<file path="src/rtl/ssd_ctrl_pkg.sv">
// Shared definitions for the SSD command register bank: word addresses of
// the host-visible registers, bit positions inside CTRL and IRQ_STAT, and the
// packed command record that travels through the command FIFO.
package ssd_ctrl_pkg;

  localparam logic [8:0] A_ID        = 9'h000;
  localparam logic [8:0] A_CTRL      = 9'h001;
  localparam logic [8:0] A_STATUS    = 9'h002;
  localparam logic [8:0] A_IRQ_STAT  = 9'h003;
  localparam logic [8:0] A_LBA       = 9'h004;
  localparam logic [8:0] A_LEN       = 9'h005;
  localparam logic [8:0] A_OP        = 9'h006;
  localparam logic [8:0] A_DOORBELL  = 9'h007;
  localparam logic [8:0] A_LAST_DONE = 9'h008;

  localparam int CTRL_EN     = 0;
  localparam int CTRL_IRQ_EN = 1;
  localparam int CTRL_CLR    = 2;

  localparam int IRQ_DONE = 0;
  localparam int IRQ_OVF  = 1;

  localparam int CMD_W = 60;

  typedef struct packed {
    logic [31:0] lba;
    logic [15:0] len;
    logic [7:0]  op;
    logic [3:0]  tag;
  } cmd_t;

endpackage

</file>
<file path="src/rtl/ssd_cmd_fifo.sv">
// Synchronous first-word-fall-through FIFO: dout always shows the entry at the
// read pointer, so it is valid whenever empty is low.
// Ports: clk/rst (sync, active-high), push/din, pop, clr (wins over push/pop),
// dout, full, empty, count (AW+1 bits so a full FIFO is count == 2**AW).
// A push while full is taken only if a pop happens in the same cycle.
module ssd_cmd_fifo #(
  parameter int WIDTH = 60,
  parameter int AW    = 2
) (
  input  logic             clk,
  input  logic             rst,
  input  logic             push,
  input  logic [WIDTH-1:0] din,
  input  logic             pop,
  input  logic             clr,
  output logic [WIDTH-1:0] dout,
  output logic             full,
  output logic             empty,
  output logic [AW:0]      count
);

  logic [WIDTH-1:0] mem [2**AW];
  logic [AW-1:0]    rptr, wptr;
  logic             do_push, do_pop;

  assign full    = (count == (AW+1)'(2**AW));
  assign empty   = (count == '0);
  assign do_pop  = pop & ~empty;
  assign do_push = push & (~full | do_pop);
  assign dout    = mem[rptr];

  always_ff @(posedge clk) begin
    if (rst || clr) begin
      rptr  <= '0;
      wptr  <= '0;
      count <= '0;
    end else begin
      if (do_push) wptr <= wptr + 1'b1;
      if (do_pop)  rptr <= rptr + 1'b1;
      count <= count + (AW+1)'(do_push) - (AW+1)'(do_pop);
    end
  end

  // Storage needs no reset: it is never observed while empty.
  always_ff @(posedge clk) begin
    if (do_push && !clr) mem[wptr] <= din;
  end

endmodule

</file>
<file path="src/rtl/ssd_cmd_regfile.sv">
// Host register bank downstream of the Avalon slave export stage.
// Ports: clk, rst (sync, active-high); wr_n/rd_n/addr/wdata host strobes and
// registered rdata; cmd_* FIFO head toward the flash back end with
// cmd_valid/cmd_ready handshake; done_valid/done_tag/done_status completion
// pulse from the back end; irq level interrupt to the host.
// Commands staged in LBA/LEN/OP are pushed with the current tag on a doorbell
// write; completions latch into LAST_DONE and raise IRQ_STAT.done.
module ssd_cmd_regfile import ssd_ctrl_pkg::*; #(
  parameter logic [31:0] ID_VALUE = 32'h55D0_0001,
  parameter int          FIFO_AW  = 2
) (
  input  logic        clk,
  input  logic        rst,
  input  logic        wr_n,
  input  logic        rd_n,
  input  logic [8:0]  addr,
  input  logic [31:0] wdata,
  output logic [31:0] rdata,
  output logic        cmd_valid,
  input  logic        cmd_ready,
  output logic [31:0] cmd_lba,
  output logic [15:0] cmd_len,
  output logic [7:0]  cmd_op,
  output logic [3:0]  cmd_tag,
  input  logic        done_valid,
  input  logic [3:0]  done_tag,
  input  logic [7:0]  done_status,
  output logic        irq
);

  logic             wr, rd, wr_ctrl, wr_irq;
  logic             en, irq_en, clr_bit;
  logic [31:0]      lba;
  logic [15:0]      len;
  logic [7:0]       op;
  logic [3:0]       tag;
  logic             st_done, st_ovf;
  logic [11:0]      last_done;
  logic             full, empty, pop, push_req, accept, overflow, clr;
  logic [FIFO_AW:0] count;
  logic [31:0]      rmux;
  cmd_t             din, head;

  assign wr      = ~wr_n;
  assign rd      = ~rd_n;
  assign wr_ctrl = wr && (addr == A_CTRL);
  assign wr_irq  = wr && (addr == A_IRQ_STAT);

  // A full FIFO still accepts a doorbell when the head leaves in the same cycle.
  assign pop      = cmd_valid & cmd_ready;
  assign push_req = wr && (addr == A_DOORBELL) && en;
  assign accept   = push_req && (!full || pop);
  assign overflow = push_req && full && !pop;
  // Clear acts straight from the CTRL write so the FIFO is empty next cycle.
  assign clr      = wr_ctrl && wdata[CTRL_CLR];

  assign din = '{lba: lba, len: len, op: op, tag: tag};

  ssd_cmd_fifo #(.WIDTH(CMD_W), .AW(FIFO_AW)) u_fifo (
    .clk   (clk),
    .rst   (rst),
    .push  (push_req),
    .din   (din),
    .pop   (pop),
    .clr   (clr),
    .dout  (head),
    .full  (full),
    .empty (empty),
    .count (count)
  );

  assign cmd_valid = ~empty;
  assign cmd_lba   = head.lba;
  assign cmd_len   = head.len;
  assign cmd_op    = head.op;
  assign cmd_tag   = head.tag;

  always_comb begin
    rmux = '0;
    case (addr)
      A_ID:        rmux = ID_VALUE;
      A_CTRL:      rmux[2:0] = {clr_bit, irq_en, en};
      A_STATUS: begin
        rmux[0]           = full;
        rmux[1]           = empty;
        rmux[FIFO_AW+4:4] = count;
      end
      A_IRQ_STAT:  rmux[1:0] = {st_ovf, st_done};
      A_LBA:       rmux = lba;
      A_LEN:       rmux[15:0] = len;
      A_OP:        rmux[7:0] = op;
      A_LAST_DONE: rmux[11:0] = last_done;
      default:     rmux = '0;
    endcase
  end

  always_ff @(posedge clk) begin
    if (rst) begin
      en        <= 1'b0;
      irq_en    <= 1'b0;
      clr_bit   <= 1'b0;
      lba       <= '0;
      len       <= '0;
      op        <= '0;
      tag       <= '0;
      st_done   <= 1'b0;
      st_ovf    <= 1'b0;
      last_done <= '0;
      irq       <= 1'b0;
      rdata     <= '0;
    end else begin
      // fifo_clr reads back as 1 for one cycle only.
      clr_bit <= clr;
      if (wr_ctrl) begin
        en     <= wdata[CTRL_EN];
        irq_en <= wdata[CTRL_IRQ_EN];
      end
      if (wr && addr == A_LBA) lba <= wdata;
      if (wr && addr == A_LEN) len <= wdata[15:0];
      if (wr && addr == A_OP)  op  <= wdata[7:0];
      if (accept) tag <= tag + 4'd1;
      // Hardware set wins over a same-cycle write-1-to-clear.
      st_done <= done_valid | (st_done & ~(wr_irq & wdata[IRQ_DONE]));
      st_ovf  <= overflow   | (st_ovf  & ~(wr_irq & wdata[IRQ_OVF]));
      if (done_valid) last_done <= {done_tag, done_status};
      irq <= irq_en & (st_done | st_ovf);
      // Mux sees pre-write state, so a same-cycle read returns the old value.
      if (rd) rdata <= rmux;
    end
  end

endmodule
</file>
<file path="config.mk">
export PLATFORM = sky130hd
export DESIGN_NAME = ssd_cmd_regfile
export DESIGN_NICKNAME = d
export VERILOG_FILES = /design/src/rtl/ssd_ctrl_pkg.sv /design/src/rtl/ssd_cmd_fifo.sv /design/src/rtl/ssd_cmd_regfile.sv
export SDC_FILE = /design/constraint.sdc
export NUM_CORES = 1
export LEC_CHECK = 0
export CAP_MARGIN = 15
export CORE_UTILIZATION = 55
export DETAILED_ROUTE_END_ITERATION = 7
export PLACE_DENSITY = 0.88
export SYNTH_ARGS = -nofsm -noshare
export SYNTH_HDL_FRONTEND = slang
export SYNTH_HIERARCHICAL = 1
export SYNTH_SLANG_ARGS = --single-unit
</file>
<file path="constraint.sdc">
create_clock -name clk -period 9.5 [get_ports clk]
set_clock_uncertainty 0.15 [all_clocks]
set_input_delay 1.9 -clock clk [delete_from_list [all_inputs] [get_ports clk]]
set_output_delay 1.9 -clock clk [all_outputs]
set_load 0.05 [all_outputs]
</file>
**After elaboration in Yosys (flattened, before gate mapping)**

Memory sizes are Yosys's and may differ from the RTL's. A register that Yosys moved wholly into a read port is not among the register bits.
Index checks and enable logic that the tools add are counted.

- Bits in writable memories: 240
- Bits of input ports: 59
- Register bits after elaboration: 117
- Memories kept: 1

- Bitwise operators: 17
- Add/sub/neg operators: 5
- Reductions and logical operators: 19
- Equality and inequality tests: 9
- Mux-type cells: 12

Memories:

| memory | depth | width | rd ports | clocked after memory_dff | wr ports | line | source |
|---|---|---|---|---|---|---|---|
| u_fifo.mem | 4 | 60 | 1 | 1 | 1 | ssd_cmd_fifo.sv:22 | `logic [WIDTH-1:0] mem [2**AW];` |

Operators with widths:

| operator | count |
|---|---|
| $eq 9x3->1 const B | 4 |
| $pmux 16 s2 | 1 |
| $eq 9x2->1 const B | 2 |
| $pmux 2 s8 | 1 |
| $pmux 3 s5 | 1 |
| $logic_and 1x1->1 | 12 |
| $pmux 4 s3 | 1 |
| $eq 9x1->1 const B | 1 |
| $eq 9x4->1 const B | 1 |
| $logic_not 9->1 | 1 |
| $and 1x1->1 | 8 |
| $pmux 1 s4 | 2 |
| $pmux 4 s2 | 1 |
| $not 1->1 | 5 |
| $pmux 1 s5 | 1 |
| $add 2x1->2 const B | 2 |
| $add 4x1->4 const B | 1 |
| $mux 2 | 2 |
| $or 1x1->1 | 4 |
| $add 3x1->3 | 1 |
| $eq 3x3->1 const B | 1 |
| $logic_not 1->1 | 3 |
| $logic_not 3->1 | 1 |
| $sub 3x1->3 | 1 |
| other kinds (2) | 4 |

**Logic depth before layout (Yosys ltp)**

Gate-level depths: netlist (run 1).

- Depth in word-level cells: 9
- Gate-level depth with buffers: 10
- Gate-level depth less buffers: 10

**Hierarchy**

Netlist (run 1), hierarchy kept.

Modules (own cells, without submodules):

| module | cells each | seq. area each (um2) | area an instance (um2) | instances |
|---|---|---|---|---|
| ssd_cmd_fifo | 363 | 7387.1 | 9117.5 | 1 |
| ssd_cmd_regfile | 550 | 2202.1 | 4664.5 | 1 |

**Worst setup path after synthesis (run 1)**

Ideal clock, no wire load.

- Path kind: input -> register
- Start: input addr[1]
- End: memory u_fifo.mem[1][0] (enable)
- Setup slack: 1641 ps
- Cell stages on the path: 5
- Library setup time: 564 ps
- Arrival time: 7145 ps
- Cells stage by stage: nor2b_1 nand4_1 nor2_1 nand2_4 nor3b_1

- Longest elaborated chain between the ends: 7

RTL lines:

| item | line | source |
|---|---|---|
| start, declared | ssd_cmd_regfile.sv:16 | `input logic [8:0] addr,` |
| $eq 9x3->1 | ssd_cmd_regfile.sv:51 | `assign push_req = wr && (addr == A_DOORBELL) && en;` |
| $logic_and 1x1->1 (2 in a row) | ssd_cmd_regfile.sv:51 |  |
| net push_req | ssd_cmd_regfile.sv:39 | `logic full, empty, pop, push_req, accept, overflow, clr;` |
| $and 1x1->1 | ssd_cmd_fifo.sv:29 | `assign do_push = push & (~full \| do_pop);` |
| $logic_and 1x1->1 | ssd_cmd_fifo.sv:46 | `if (do_push && !clr) mem[wptr] <= din;` |
| $mux 1 | ssd_cmd_fifo.sv:46 |  |
| $mux 1 (implied by the code) | ssd_cmd_fifo.sv:46 |  |
| end, declared | ssd_cmd_fifo.sv:22 |  |

The timed path passes the listed nets, and every way through them passes these cells.

==> run_results.csv, run 1 <==
group,metric,value,unit
sta,fin_ws,4.170,ns
drt,wirelength,31410,um
sta,fmax,0.1876,GHz
drt,drc,0,
grt,grt_pass1_wl,47840,um
sta,hold_viol_final,0,
sta,rsz0062_at_grt,"no",
status,status,"finished clean",
grt,grt_usage,0.2458,
synth,synth_top_family_by_area,"multiplexers",
synth,synth_top_area_cell,"edfxtp_1",
sta,slew_violations,0,
sta,setup_tns,0,ns
synth,muxShareOfSynthArea,0.1220,
critical_path,arrival,3.28,ns
floorplanning,rows,57,
synth,synth_nets,979,
sta,fin_crit_sh,0.5611,
drt,highest_layer,"met4",
floorplanning,die_h,160.3,um
clock_network,clk_pin_slew,0.06,ns
floorplanning,dieArea,0.02569,mm2
sta,finalSetupViolations,0,
floorplanning,start_util,0.5634,
power_and_ir_drop,combPwrFrac,0.029,
synth,netlist.area_leader.share,0.5229,
drt,detail-route-antenna-nets,0,
placement,port_buffers,152,
drt,wirelength_met1,12520,um
drt,dr.first_iter.drc_count,1031,
critical_path,endpoint_kind,"output port",
drt,vias_per_cell,5.987,
clock_network,cts_root_buffer,"clkbuf_16",
placement,dpl.hpwl,19170,um
power_and_ir_drop,p_per_area,186.8,mW/mm2
synth,ys.flop_type,"edfxtp_1",
clock_network,hold_buffers,0,
clock_network,cts_inserted_buffers,36,
grt,grt-ovfl-total,0,
cells_and_area,design_area,0.01669,mm2
clock_network,htreeDepth,2,
power_and_ir_drop,sw_frac_of_total,0.1976,
power_and_ir_drop,cell_internal_pwr,2.502,mW
synth,synth_edf_count,240,
critical_path,crit_chain,"buf_4 -> mux4_2 -> clkdlybuf4s50_1",
drt,dr.pass1.iters,7,
job,cap_violations,0,
synth,yosys-top-cells-count,"edfxtp_1 (240), nand2_1 (133), dfxtp_1 (119)",
synth,synth.avg_cell_area,15.10,um2
floorplanning,fp.coreArea,0.02446,mm2
sta,worstMarginPinSlew,1.017,ns
cells_and_area,fin_nets,1127,
cells_and_area,drive_above_1_share,0.1396,
grt,grt_pass1_vias,8420,
sta,min_period,5.330,ns
drt,wl_met2,15280,um
synth,synthCells,913,
synth,seq_area_frac_synth,0.6958,
critical_path,cp_max_fo,45,
synth,synthDistinctLibCells,57,
placement,dp_slack,3.951,ns
synth,yosysMostFrequentCell,"edfxtp_1",
floorplanning,die_w,160.3,um
synth,synth_seq_cells,359,
clock_network,post-cts-setup-buffer-count,0,
synth,synth_compound_area_frac,0.05347,
floorplanning,ios,153,
cells_and_area,post-route-util,0.6822,
power_and_ir_drop,cellLeakagePower,5.478,nW
synth,synthTopCellsByArea,"edfxtp_1 (52%), dfxtp_1 (17%), mux4_2 (9.8%)",
placement,place_area,0.01552,mm2
synth,async_flop_share,0,
placement,place_congestion,0.9612,
cells_and_area,antenna_cells,0,
critical_path,critical-path-max-stage-delay,0.76,ns
critical_path,worstSetupPathType,"flop to output port",
power_and_ir_drop,seqPwrFrac,0.532,
clock_network,cts_buffer_depth,3,
drt,via_count,8459,
synth,synth-adder-area-share,0.006900,
clock_network,cts_tree,"yes",
power_and_ir_drop,power_switching,616.0,uW
worst_hold_path,hold_class,"flop to flop",
power_and_ir_drop,power_frac_clock,0.440,
power_and_ir_drop,ir_drop,124.8,uV
critical_path,slowest_stage,"buf_4",
clock_network,cts_resized,0,
grt,grt_max_degree,78,
critical_path,crit_path_start_kind,"flop",
cells_and_area,syn_to_final_growth,21.09,%
clock_network,insertion_delay,0.51,ns
clock_network,clkSinkCount,359,
drt,wl_met3,2578,um
synth,syn_area,0.01378,mm2
synth,synth-xor-area-share,0.004448,
grt,antenna_found_initial,0,
drt,wl_per_cell,22.23,um
critical_path,required,7.45,ns
synth,yosys.area_share.simple,0.09142,
sta,max-slew-margin-rel,0.3209,
synth,yosysWarnings,6,
## kinds of logic after synthesis
group                    Yosys count
AND/OR/NAND/NOR                  259
XOR/XNOR                           7
flip-flops                       359
AO/OA/AOI/OAI                    119
multiplexers                      93
adder cells (fa/ha/maj)            7
buffers and inverters             69
## cell type report
class	instances	area, um2
well taps	324	405.4
inverters	15	56.30
fillers	1557	7774
multi-input cells	485	3855
clock buffers	52	1064
clock inverters	14	105.1
flip-flops and latches	359	9594
repair buffers	164	1609
## cells in the final DEF (no fill, tap or decap), drive strengths merged, types with 13 or more instances in the layout
master         synthesis  final
nor2b                 16     16
buf                   19     13
clkdlybuf4s50          0    151
mux4                  60     60
inv                   15     19
a221oi                16     16
nor3                  20     20
mux2i                 33     33
nor2                  39     39
dfxtp                119    119
clkbuf                33     52
a21oi                 65     65
nand2                134    134
edfxtp               240    240
## per-layer routing
| metal | up-vias | global-route usage |
|---|---|---|
| met5 | - | 0 |
| met4 | 0 | 0.09957 |
| met3 | 83 | 0.04855 |
| met2 | 457 | 0.3966 |
| met1 | 4177 | 0.3305 |
| li1 | 3742 | - |
## sequential cells by signal, summed over array words and instances, names as in the netlist, named ones only
register,cells
clr_bit,1
en,1
irq,1
irq_en,1
last_done,12
lba,32
len,16
op,8
rdata,32
st_done,1
st_ovf,1
tag,4
u_fifo/count,3
u_fifo/mem,240
u_fifo/rptr,2
u_fifo/wptr,2
## stage by stage
stage                     hold slack [ns]  power, mW  instances
after global routing               0.3328      3.196       1413
final                              0.3149      3.118       1413
after CTS                          0.3154      3.129       1413
after floorplan                    0.3027      1.737        913
after detailed placement           0.3020      1.778       1347
after global placement             0.2928      1.777       1347
## final timing paths
kind,startpoint,end,slack [ns],cells past startpoint
max,flop,cmd_lba[7],4.17,3
min reg2reg,rdata[17]$_SDFFE_PP0N_,rdata[17]$_SDFFE_PP0N_,0.31,2
max reg2reg,u_fifo/count[1]$_SDFF_PP0_,u_fifo/count[2]$_SDFF_PP0_,6.30,10
min,rdata[17]$_SDFFE_PP0N_,rdata[17]$_SDFFE_PP0N_,0.31,2
## power by group through the flow
stage	Combinational [mW]	Sequential, mW	Clock, mW
floorplan	0.0372	1.70	0
global placement	0.0870	1.69	0
detailed placement	0.0879	1.69	0
CTS	0.0890	1.66	1.38
global route	0.0951	1.66	1.44
finish	0.0899	1.66	1.37
## critical path, delay by kind of cell (launching register included)
family | cells | cell delay, ns
multiplexers | 1 | 0.68
flip-flops | 1 | 0.55
buffers and inverters | 2 | 1.49
(Power assumes the default switching activity.)
==> inputs of run 2 (changes only) <==
--- a/config.mk
+++ b/config.mk
@@ -6,9 +6,9 @@
 export NUM_CORES = 1
 export LEC_CHECK = 0
 export CAP_MARGIN = 15
-export CORE_UTILIZATION = 55
+export CORE_UTILIZATION = 51
 export DETAILED_ROUTE_END_ITERATION = 7
-export PLACE_DENSITY = 0.88
+export PLACE_DENSITY = 0.86
 export SYNTH_ARGS = -nofsm -noshare
 export SYNTH_HDL_FRONTEND = slang
 export SYNTH_HIERARCHICAL = 1
==> constraint.sdc (replaced) <==
create_clock -name clk -period 4.9 [get_ports clk]
set_clock_uncertainty 0.15 [all_clocks]
set_input_delay 0.98 -clock clk [delete_from_list [all_inputs] [get_ports clk]]
set_output_delay 0.98 -clock clk [all_outputs]
set_load 0.05 [all_outputs]
==> run 2 against run 1 <==
The run now ends with DRC left; non-clock buffer count increased by 8; sequential power increased by 93%; setup slack got worse by 3.4 ns; hold slack improved by 0.0071 ns; routed wire length increased by 8.7%; sequential share of layout area decreased by 0.46 points; count of clock-buffer cells in the layout decreased by 1; global-route usage increased by 0.54 points; cell area increased by 0.81%; cell count increased by 0.99%; die area increased by 7.7%; critical path depth increased by 4; critical endpoint is now u_fifo/mem[3][47]$_DFFE_PP_; largest power group unchanged.
==> run_results.csv, run 2 (same netlist as run 1, synthesis figures left out) <==
group,metric,value,unit
grt,grt-ovfl-total,0,
floorplanning,start_util,0.5244,
floorplanning,dieArea,0.02769,mm2
sta,hold_slack,0.3221,ns
clock_network,cts_tree,"yes",
drt,wl_per_cell,23.92,um
status,violations,"DRC",
cells_and_area,syn_to_final_growth,22.07,%
grt,grt_busiest_layer,"met2",
worst_hold_path,hold_class,"flop to flop",
power_and_ir_drop,seqPwrFrac,0.526,
drt,dr.pass1.iters,8,
clock_network,cts_root_buffer,"clkbuf_16",
floorplanning,rows,59,
power_and_ir_drop,power_frac_clock,0.444,
drt,vias_per_cell,6.048,
clock_network,insertion_delay,0.51,ns
cells_and_area,fin_nets,1133,
sta,fmax,0.2414,GHz
floorplanning,die_h,166.4,um
cells_and_area,post-route-util,0.6402,
critical_path,crit_start,"addr[7]",
grt,antenna_found_initial,0,
cells_and_area,antenna_cells,0,
clock_network,cts_inserted_buffers,34,
power_and_ir_drop,combPwrFrac,0.030,
grt,grt_usage,0.2512,
cells_and_area,top_register,"u_fifo/mem",
worst_hold_path,whs_path_depth,2,
worst_hold_path,worstHoldStart,"rdata[11]$_SDFFE_PP0N_",
critical_path,regToRegSetupSlack,1.66,ns
clock_network,cts_buffer_depth,3,
sta,hold_viol_final,0,
placement,dpl.hpwl,21290,um
grt,met3_usage,0.04433,
job,cap_violations,0,
clock_network,hold_buffers,0,
grt,grt_max_degree,67,
critical_path,arrival,4.17,ns
drt,wirelength,34130,um
drt,via_count,8631,
cells_and_area,final_cell_mix,"edfxtp_1 (240), clkdlybuf4s50_1 (151), nand2_1 (133)",
worst_hold_path,holdPathEnd,"rdata[11]$_SDFFE_PP0N_",
sta,worstMarginPinSlew,1.154,ns
critical_path,worstSetupPathType,"input pin to flop",
power_and_ir_drop,p_per_area,362.9,mW/mm2
drt,dr.first_iter.drc_count,931,
status,status,"finished, violations left",
power_and_ir_drop,cell_internal_pwr,4.909,mW
sta,max-slew-margin-rel,0.2273,
critical_path,endpoint_kind,"flop",
sta,fin_crit_sh,0.8455,
clock_network,clk_pin_slew,0.06,ns
power_and_ir_drop,power,6.106,mW
critical_path,rr_startpoint,"u_fifo/count[1]$_SDFF_PP0_",
floorplanning,die_w,166.4,um
critical_path,cp_max_fo,50,
grt,use_met1,0.3361,
cells_and_area,final_common_cell,"edfxtp_1",
sta,slew_violations,0,
sta,finalSetupViolations,0,
sta,min_period,4.143,ns
grt,grt_pass1_wl,52450,um
power_and_ir_drop,sw_frac_of_total,0.1961,
power_and_ir_drop,ir_drop,233.9,uV
clock_network,clkSinkCount,359,
drt,drc,6,
critical_path,reg2reg_to,"u_fifo/mem[3][47]$_DFFE_PP_",
clock_network,post-cts-setup-buffer-count,0,
critical_path,r2r.worst_path.cells,6,
placement,place_area,0.01566,mm2
critical_path,required,4.93,ns
critical_path,crit_path_start_kind,"input pin",
clock_network,cts_resized,0,
cells_and_area,design_area,0.01682,mm2
cells_and_area,largestRegisters,"u_fifo/mem x240, lba x32, rdata x32",
cells_and_area,drive_above_1_share,0.1447,
placement,port_buffers,152,
power_and_ir_drop,cellLeakagePower,5.224,nW
drt,detail-route-antenna-nets,0,
power_and_ir_drop,power_switching,1.197,mW
sta,rsz0062_at_grt,"no",
floorplanning,fp.coreArea,0.02628,mm2
grt,grt_pass1_vias,8844,
floorplanning,ios,153,
grt,met2_usage,0.4054,
placement,place_congestion,0.8994,
cells_and_area,largest_reg_flops,240,
clock_network,htreeDepth,2,
-- run 2: cell count changes in the layout (fill, tap and decap cells not counted), sizes merged --
cell      previous run  this run
inv                 19        18
buf                 13        21
clkinv               8         4
clkbuf              52        51
clkinvlp             1         0
bufinv               1         3
-- run 2: final cells by class --
| cell class | instances | area [um2] |
|---|---|---|
| Clock inverter | 10 | 130.1 |
| Inverter | 15 | 56.30 |
| Clock buffer | 51 | 1037 |
| Multi-Input combinational cell | 485 | 3855 |
| Sequential cell | 359 | 9594 |
| Tap cell | 335 | 419.2 |
| Timing Repair Buffer | 172 | 1732 |
| Fill cell | 1782 | 9457 |
-- run 2: through the flow --
stage               setup slack [ns]  cells  setup TNS [ns]
floorplan                     -2.039    913         -487.26
CTS                           0.8048   1427               0
global route                  0.6645   1427               0
finish                        0.7572   1427               0
global placement              0.4448   1366               0
detailed placement            0.3535   1366               0
-- run 2: worst max path at each step --
stage               slack [ns]                     endpoint
floorplan                -2.04   u_fifo/mem[1][0]$_DFFE_PP_
finish                    0.76  u_fifo/mem[3][47]$_DFFE_PP_
detailed placement        0.35  u_fifo/mem[1][45]$_DFFE_PP_
CTS                       0.80                    cmd_op[0]
global placement          0.44  u_fifo/mem[3][46]$_DFFE_PP_
global route              0.66  u_fifo/mem[1][48]$_DFFE_PP_
-- run 2: layer usage --
layer	part of all wire	wire (um)
met5	0	0
met4	0.038	1282
met3	0.079	2712
met2	0.49	16650
met1	0.40	13490
-- run 2: power groups by stage --
stage / combinational [mW] / clock [mW] / sequential (mW)
finish: 0.184 / 2.71 / 3.21
global route: 0.194 / 2.85 / 3.21
CTS: 0.182 / 2.74 / 3.21
detailed placement: 0.180 / 0 / 3.28
global placement: 0.177 / 0 / 3.28
floorplan: 0.0722 / 0 / 3.29
-- run 2: critical path, cell delays in order --
cell and delay, ns:
clkdlybuf4s50_1 0.49, nor4_2 0.53, nand2_1 0.25, nor2_1 0.37
nand2_4 0.15, nor3b_2 0.96, buf_12 0.39
==> inputs of run 3 (changes only) <==
--- a/config.mk
+++ b/config.mk
@@ -6,9 +6,9 @@
 export NUM_CORES = 1
 export LEC_CHECK = 0
 export CAP_MARGIN = 15
-export CORE_UTILIZATION = 51
+export CORE_UTILIZATION = 55
 export DETAILED_ROUTE_END_ITERATION = 7
-export PLACE_DENSITY = 0.86
+export PLACE_DENSITY = 0.88
 export SYNTH_ARGS = -nofsm -noshare
 export SYNTH_HDL_FRONTEND = slang
 export SYNTH_HIERARCHICAL = 1
==> constraint.sdc (replaced) <==
create_clock -name clk -period 4.1 [get_ports clk]
set_clock_uncertainty 0.15 [all_clocks]
set_input_delay 0.82 -clock clk [delete_from_list [all_inputs] [get_ports clk]]
set_output_delay 0.82 -clock clk [all_outputs]
set_load 0.05 [all_outputs]
==> run 3 against run 2 <==
The flow now finishes without violations; combinational power rose by 19%; cell area up 1.1%; register-to-register slack worse by 0.52 ns; sequential share of layout area fell by 0.63 points; highest routed layer unchanged.
==> run_results.csv, run 3 (same netlist as run 1, synthesis figures left out) <==
group,metric,value,unit
cells_and_area,final_common_cell,"edfxtp_1",
drt,wl_per_cell,22.94,um
grt,grt_pass1_vias,8724,
clock_network,clkSinkCount,359,
grt,antenna_found_initial,0,
clock_network,cts_root_buffer,"clkbuf_16",
power_and_ir_drop,power,7.575,mW
critical_path,cp_max_fo,22,
cells_and_area,instances_no_fill,1426,
sta,slew_violations,0,
sta,max-slew-margin-rel,0.3912,
grt,grt_max_degree,82,
grt,use_met1,0.3378,
placement,place_congestion,0.8500,
grt,met2_usage,0.4352,
sta,rsz0062_at_grt,"no",
drt,drc,0,
floorplanning,start_util,0.5634,
cells_and_area,largestRegisters,"u_fifo/mem x240, lba x32, rdata x32",
grt,grt_pass1_wl,50140,um
cells_and_area,top_register,"u_fifo/mem",
cells_and_area,drive_above_1_share,0.1543,
sta,finalSetupViolations,0,
sta,worstMarginPinSlew,0.9132,ns
cells_and_area,post-route-util,0.6954,
clock_network,hold_buffers,0,
power_and_ir_drop,p_per_area,445.3,mW/mm2
cells_and_area,largest_reg_flops,240,
cells_and_area,fillers,1523,
critical_path,worstSetupPathType,"flop to output port",
critical_path,endpoint_kind,"output port",
power_and_ir_drop,ir_drop,253.7,uV
clock_network,htreeDepth,2,
sta,fmax,0.2614,GHz
status,status,"finished clean",
job,cap_violations,0,
cells_and_area,fin_nets,1140,
sta,min_period,3.825,ns
clock_network,post-cts-setup-buffer-count,0,
placement,dp.cells,1360,
sta,hold_viol_final,0,
floorplanning,ios,153,
drt,vias_per_cell,6.041,
floorplanning,fp.coreArea,0.02446,mm2
sta,fin_crit_sh,0.9330,
placement,dp_slack,0.4908,ns
placement,dpl.hpwl,19990,um
floorplanning,rows,57,
grt,met3_usage,0.04287,
drt,dr.first_iter.drc_count,990,
drt,wirelength,32720,um
clock_network,cts_inserted_buffers,36,
grt,grt_busiest_layer,"met2",
critical_path,regToRegSetupSlack,1.14,ns
clock_network,cts_tree,"yes",
sta,fin_ws,0.2747,ns
cells_and_area,final_cell_mix,"edfxtp_1 (240), clkdlybuf4s50_1 (150), nand2_1 (133)",
clock_network,clk_pin_slew,0.06,ns
floorplanning,die_w,160.3,um
clock_network,cts_resized,0,
power_and_ir_drop,cellLeakagePower,5.301,nW
cells_and_area,syn_to_final_growth,23.43,%
critical_path,required,3.13,ns
sta,setup_tns,0,ns
floorplanning,die_h,160.3,um
worst_hold_path,hold_class,"flop to flop",
drt,via_count,8615,
clock_network,insertion_delay,0.52,ns
drt,detail-route-antenna-nets,0,
grt,grt_usage,0.2588,
placement,port_buffers,152,
critical_path,crit_path_start_kind,"flop",
clock_network,cts_buffer_depth,3,
floorplanning,dieArea,0.02569,mm2
drt,dr.pass1.iters,7,
cells_and_area,antenna_cells,0,
grt,grt-ovfl-total,0,
critical_path,arrival,2.86,ns
## run 3: layout make-up
cell class	count	area, um2	share of cell area
tap	324	405.4	0.02383
clock inverter	15	219.0	0.01287
clock buffer	51	1080	0.06347
inverter	15	56.30	0.003310
multi-input combinational	485	3880	0.2281
timing repair buffer	177	1777	0.1044
sequential	359	9594	0.5640
## run 3: through the flow
step	hold slack [ns]	area, um2
global placement	0.2957	15710
global route	0.3372	17010
CTS	0.3098	17010
detailed placement	0.3007	15710
finish	0.3126	17010
floorplan	0.3027	13800
## run 3: metal layers
layer | part of all wire | vias to the layer above
met4 | 0.033 | 0
li1 | - | 3763
met3 | 0.078 | 71
met1 | 0.39 | 4277
met2 | 0.50 | 504
met5 | 0 | -
## run 3: critical path, stage by stage, from the launching register on
cell and delay (ns):
dfxtp_4 0.66, buf_4 0.36, mux4_2 0.59, clkdlybuf4s50_1 0.73
## run 3: power by group
group          switching (mW)  internal [mW]
Sequential             0.0104           3.83
Combinational           0.124         0.0950
Clock                    1.36           2.16
Total                    1.49           6.08
## run 3: worst paths after layout
check	end	depth (start not counted)	startpoint
hold reg to reg	rdata[27]$_SDFFE_PP0N_	2	rdata[27]$_SDFFE_PP0N_
hold / removal	rdata[27]$_SDFFE_PP0N_	2	rdata[27]$_SDFFE_PP0N_
setup / recovery	cmd_len[2]	3	flop
setup reg to reg	u_fifo/count[2]$_SDFF_PP0_	10	u_fifo/count[1]$_SDFF_PP0_
